===== src/rtl/rr_arbiter_lock.sv =====
// Round-robin arbiter with a registered grant that stays locked until the owner releases it.
// Optional watchdog that reclaims a grant held too long: define ARB_TIMEOUT_EN.
module rr_arbiter_lock #(
    parameter int NUM_REQ = 4,
    parameter int IDX_W   = (NUM_REQ > 2) ? $clog2(NUM_REQ) : 1,
    parameter int TIMEOUT = 256
) (
    input  logic               clk,
    input  logic               rst,
    input  logic [NUM_REQ-1:0] req,
    input  logic               release_i,
    output logic [NUM_REQ-1:0] gnt,
    output logic [IDX_W-1:0]   gnt_idx,
    output logic               gnt_vld,
    output logic               timeout_o
);

    typedef enum logic [0:0] {IDLE = 1'b0, BUSY = 1'b1} state_t;

    state_t             state_r, state_s;
    logic [NUM_REQ-1:0] gnt_r, gnt_s;
    logic [IDX_W-1:0]   idx_r, idx_s;
    logic [IDX_W-1:0]   last_r, last_s;
    logic               vld_r, vld_s;
    logic [IDX_W-1:0]   win_s;

`ifdef ARB_TIMEOUT_EN
    localparam int CNT_W = $clog2(TIMEOUT + 1);
    logic [CNT_W-1:0]   cnt_r, cnt_s;
    logic               to_r, to_s;
`endif

    // The pointer's own index is examined last, giving it the lowest priority.
    function automatic logic [IDX_W-1:0] pick_winner(input logic [NUM_REQ-1:0] r,
                                                     input logic [IDX_W-1:0]   last);
        logic [IDX_W-1:0] w;
        logic             found;
        int               cand;
        w     = '0;
        found = 1'b0;
        for (int i = 1; i <= NUM_REQ; i++) begin
            cand = (int'(last) + i) % NUM_REQ;
            if (!found && r[cand]) begin
                w     = IDX_W'(cand);
                found = 1'b1;
            end else begin
                w     = w;
            end
        end
        return w;
    endfunction

    // State and registered outputs.
    always_ff @(posedge clk or posedge rst) begin
        if (rst) begin
            state_r <= IDLE;
            gnt_r   <= '0;
            idx_r   <= '0;
            vld_r   <= 1'b0;
            last_r  <= IDX_W'(NUM_REQ - 1);
`ifdef ARB_TIMEOUT_EN
            cnt_r   <= '0;
            to_r    <= 1'b0;
`endif
        end else begin
            state_r <= state_s;
            gnt_r   <= gnt_s;
            idx_r   <= idx_s;
            vld_r   <= vld_s;
            last_r  <= last_s;
`ifdef ARB_TIMEOUT_EN
            cnt_r   <= cnt_s;
            to_r    <= to_s;
`endif
        end
    end

    // Next-state logic: arbitrate in IDLE, hold everything frozen in BUSY until release.
    always_comb begin
        win_s   = pick_winner(req, last_r);
        state_s = state_r;
        gnt_s   = gnt_r;
        idx_s   = idx_r;
        vld_s   = vld_r;
        last_s  = last_r;
`ifdef ARB_TIMEOUT_EN
        cnt_s   = cnt_r;
        to_s    = 1'b0;
`endif
        case (state_r)
            IDLE: begin
                if (|req) begin
                    state_s = BUSY;
                    gnt_s   = {{(NUM_REQ-1){1'b0}}, 1'b1} << win_s;
                    idx_s   = win_s;
                    vld_s   = 1'b1;
                    last_s  = win_s;
`ifdef ARB_TIMEOUT_EN
                    cnt_s   = '0;
`endif
                end else begin
                    gnt_s   = '0;
                    idx_s   = '0;
                    vld_s   = 1'b0;
                end
            end
            BUSY: begin
                if (release_i) begin
                    state_s = IDLE;
                    gnt_s   = '0;
                    idx_s   = '0;
                    vld_s   = 1'b0;
`ifdef ARB_TIMEOUT_EN
                end else if (cnt_r == CNT_W'(TIMEOUT - 1)) begin
                    state_s = IDLE;
                    gnt_s   = '0;
                    idx_s   = '0;
                    vld_s   = 1'b0;
                    to_s    = 1'b1;
                end else begin
                    cnt_s   = cnt_r + CNT_W'(1);
`else
                end else begin
                    state_s = BUSY;
`endif
                end
            end
            default: begin
                state_s = IDLE;
                gnt_s   = '0;
                idx_s   = '0;
                vld_s   = 1'b0;
            end
        endcase
    end

    // Outputs come straight from registers.
    always_comb begin
        gnt     = gnt_r;
        gnt_idx = idx_r;
        gnt_vld = vld_r;
`ifdef ARB_TIMEOUT_EN
        timeout_o = to_r;
`else
        timeout_o = 1'b0;
`endif
    end

endmodule


===== config.mk =====
export PLATFORM = sky130hd
export DESIGN_NAME = rr_arbiter_lock
export DESIGN_NICKNAME = d
export VERILOG_FILES = /design/src/rtl/rr_arbiter_lock.sv
export SDC_FILE = /design/constraint.sdc
export NUM_CORES = 1
export LEC_CHECK = 0
export CAP_MARGIN = 5
export CORE_AREA = 5 5 42 44
export CTS_BUF_LIST = sky130_fd_sc_hd__clkbuf_8 sky130_fd_sc_hd__clkbuf_16
export DETAILED_ROUTE_END_ITERATION = 7
export DIE_AREA = 0 0 47 49
export PLACE_DENSITY = 0.67
export SLEW_MARGIN = 15
export SYNTH_ARGS = -nofsm -noshare
export SYNTH_HDL_FRONTEND = slang
export SYNTH_SLANG_ARGS = --single-unit

===== constraint.sdc =====
create_clock -name clk -period 1.47 [get_ports clk]
set_input_delay 0.3675 -clock clk [delete_from_list [all_inputs] [get_ports clk]]
set_output_delay 0.3675 -clock clk [all_outputs]
set_load 0.005 [all_outputs]

==> results.py, run 1 <==
metrics = {
    "critical_path": {
        "worstSetupStartpointType": "flip-flop",
        "rr_startpoint": "last_r[1]$_DFFE_PP1P_",
        "critPathTopFamily": "buffers and inverters",
        "end_kind": "output pin",
        "cp_slowest_stage_delay_ns": 0.51,
        "crit_path_max_delay_cell_type": "clkdlybuf4s50_1",
        "worstPathBufferInverterCount": 1,
        "timing.critical_path.required_ns": 1.10,
        "critical_path.reg2reg.endpoint": "gnt[0]$_DFFE_PP0P_",
        "timing.reg2reg.setup_slack_ns": 0.05,
        "worst_ep_arrival_time_ns": 1.08,
        "criticalPathCategory": "reg2out",
        "sequence_of_cells_on_the_critical_path": "clkdlybuf4s50_1",
        "timing.critical_path.fanout_max": 2,
        "worstRegToRegCells": 4,
    },
    "pwr": {
        "power.ir.vdd_worst_mv": 1.099,
        "leakagePower_nw": 0.4218,
        "design_power_total_mw": 1.368,
        "cellPowerDensity_nw_per_um2": 1872,
    },
    "synth": {
        "multiplexer_share_of_the_synthesized_area": 0.02051,
        "synth_top_family_by_area": "compound AO/OA/AOI/OAI gates",
        "netlist.top_cell.by_area": "dfrtp_1",
        "synth_adder_area_share": 0,
        "yosysSeqAreaShare": 0.5179,
        "total_nets_after_synthesis": 57,
        "ys_warn_count": 0,
        "yosys-top-cells-area": "dfrtp_1, dfstp_2, nand2_1",
        "synth.most_common_cell": "nand2_1",
        "synthArstFlopShare": 1.000,
        "synth.cells.most_frequent": "nand2_1, dfrtp_1, o21ai_0",
        "synthSimpleGateAreaFrac": 0.1744,
        "syn-instance-count": 50,
        "synthesis.area_per_instance_um2": 9.759,
        "ys_types": 24,
        "complex_gate_fraction_of_the_synthesized_area": 0.2256,
        "edff_count_synth": 0,
        "synth_xor_area_frac": 0,
        "synthesis.area_um2": 488.0,
        "dominantRegCellSynth": "dfrtp_1",
        "yosysTopAreaCellShare": 0.4103,
        "flip_flop_and_latch_count_after_synthesis": 10,
    },
    "clock_network": {
        "clock_sink_count": 10,
        "numCtsBuffers": 3,
        "cts_max_path_buffers": 2,
        "cts.clk_slew.worst_paths_ns": 0.05,
        "cts-root-buf": "clkbuf_8",
        "tritoncts": "done",
        "clock_tree.htree_level_count": 1,
        "cts-hold-fix-buffers": 0,
        "clock_latency_ns": 0.23,
    },
    "placed_design": {
        "io_buffers": 13,
        "placement.cell_area_um2": 656.9,
        "numPlacedInstances": 81,
        "finalWeightedCongestion": 0.7021,
        "dp_hpwl_um": 731.4,
    },
    "drt": {
        "number_of_vias_in_the_routed_layout": 402,
        "drc": 0,
        "finalWirelength_um": 979,
        "vias_per_cell": 4.729,
        "first_iter_violations": 7,
        "drtAntennaViolNets": 0,
        "wl_per_cell_um": 11.52,
        "firstDrtPassIters": 4,
    },
    "layout": {
        "drive_gt1_frac": 0.2464,
        "syn2layout_area_growth_pct": 49.74,
        "final_area_um2": 730.7,
        "finalCoreUtilization": 0.5214,
        "nNetsFinal": 77,
        "antenna_cells": 0,
        "layoutNonFillerInstCount": 85,
        "fillerInstances": 142,
    },
    "die": {
        "boundary_pin_count": 15,
        "die_w_um": 47,
        "placeableCoreArea_um2": 1401,
        "die_h_um": 49,
        "dieArea_um2": 2303,
        "core.rowCount": 14,
        "floorplan.initialDensity": 0.3482,
    },
    "timing": {
        "grt_setup_unrepaired": "yes",
        "final-setup-viol-count": 0,
        "report.final.hold_viol_count": 0,
        "slew_violations": 0,
        "fin_crit_ns": 1.444,
        "fmax_mhz": 692.6,
        "min_period_over_period": 0.9821,
        "skew_ns": 0.001604,
    },
    "global_route": {
        "global_route.usage.met1": 0.1347,
        "antenna_found_initial": 0,
        "grt.met3_usage": 0.02952,
        "overflow": 0,
        "groute.layer.met2.usage": 0.1471,
        "via_count_of_the_first_global_routing_pass": 413,
        "maximum_number_of_pins_on_one_net_before_global_route_repair": 11,
        "grt_use_total": 0.1091,
        "grt_first_pass_wirelength_mm": 1.787,
        "gr-max-usage-layer": "met2",
    },
    "outcome": {
        "outcome": "complete, no violations",
    },
    "min_path": {
        "hold_path_class": "in2async",
    },
    "job": {
        "cap_viol_max_count": 0,
    },
}
## cell families after synthesis
| logic type | count (synthesis) |
|---|---|
| mux | 1 |
| other cells | 1 |
| simple gates | 18 |
| compound gates | 15 |
| buf+inv | 5 |
| flops | 10 |
## flip-flops by register name (all words and copies together) (netlist names)
| signal | flops |
|---|---|
| gnt | 4 |
| gnt_idx | 2 |
| last_r | 2 |
| gnt_vld | 1 |
| state_r | 1 |
## where the power goes
| part | internal, mW | switching (mW) | total [mW] |
|---|---|---|---|
| registers | 0.421 | 0.0885 | 0.509 |
| clock network | 0.235 | 0.105 | 0.340 |
| logic | 0.299 | 0.219 | 0.518 |
## routing by layer
metal | vias up | wire length [um]
met3 | 5 | 55
met1 | 180 | 429
met4 | 0 | 39
met2 | 10 | 454
met5 | - | 0
li1 | 207 | -
## worst register-to-register path, stage by stage, from the launching register on
cell and delay, ns:
dfstp_2 0.59, nand2_2 0.06, a31o_1 0.19, or2_1 0.24
a32o_1 0.23
## cell usage in the layout, fill, tap and decap left out, drive strengths merged
| cell type | synthesis | layout |
|---|---|---|
| buf | 2 | 5 |
| dlygate4sd2 | 0 | 3 |
| a21oi | 2 | 2 |
| mux2i | 1 | 1 |
| inv | 2 | 2 |
| a21o | 3 | 3 |
| o31ai | 1 | 1 |
| a22o | 1 | 1 |
| or2 | 2 | 2 |
| o221a | 1 | 1 |
| clkbuf | 1 | 4 |
| a32o | 1 | 1 |
| a31o | 1 | 1 |
| nor2b | 2 | 2 |
| nand2 | 10 | 10 |
| dlymetal6s2s | 0 | 6 |
| nor3 | 1 | 1 |
| dfrtp | 8 | 8 |
| clkdlybuf4s15 | 0 | 1 |
| nand3b | 1 | 1 |
| o21ai | 5 | 5 |
| conb | 1 | 1 |
| dfstp | 2 | 2 |
| clkdlybuf4s50 | 0 | 3 |
| nor2 | 2 | 2 |
## layout make-up
type / instances / area, um^2 / area share
tap: 16 / 20.02 / 0.02740
sequential: 10 / 252.7 / 0.3459
timing repair buffer: 18 / 178.9 / 0.2449
multi-input combinational: 35 / 216.5 / 0.2962
clock buffer: 4 / 55.05 / 0.07534
inverter: 2 / 7.507 / 0.01027
## timing repair
item                       in CTS  in global routing
cloned                          0                  0
setup buffers                   0                  0
resized for setup               6                  8
setup endpoints to repair       6                 11
pin swaps                       3                  3
## per-stage QoR
step           hold slack (ns)  setup TNS [ns]  worst slack (ns)
2_1_floorplan           0.2062               0           0.03495
3_3_place_gp            0.4636          -2.200           -0.3355
3_5_place_dp            0.4668          -2.385           -0.3692
4_1_cts                 0.4018               0          0.003774
5_1_grt                 0.4425        -0.01007         -0.007073
6_report                0.4007               0           0.02626
## worst max-delay path by stage
stage | startpoint | endpoint | depth (start not counted)
after floorplan | last_r[1]$_DFFE_PP1P_ | gnt[0]$_DFFE_PP0P_ | 5
after global placement | req[1] | gnt[0]$_DFFE_PP0P_ | 5
after detailed placement | req[1] | gnt[0]$_DFFE_PP0P_ | 5
after CTS | gnt_vld$_DFFE_PP0P_ | gnt_vld | 1
after global routing | last_r[1]$_DFFE_PP1P_ | gnt[0]$_DFFE_PP0P_ | 4
final | gnt_idx[0]$_DFFE_PP0P_ | gnt_idx[0] | 1
(Power assumes the default switching activity.)
==> inputs of run 2 (changes only) <==
--- a/config.mk
+++ b/config.mk
@@ -8,6 +8,7 @@
 export CAP_MARGIN = 5
 export CORE_AREA = 5 5 42 44
 export CTS_BUF_LIST = sky130_fd_sc_hd__clkbuf_8 sky130_fd_sc_hd__clkbuf_16
+export CTS_CLUSTER_SIZE = 28
 export DETAILED_ROUTE_END_ITERATION = 7
 export DIE_AREA = 0 0 47 49
 export PLACE_DENSITY = 0.67
==> results of run 2 <==
Same layout as run 1: the final DEF is identical, and so are final timing and power.
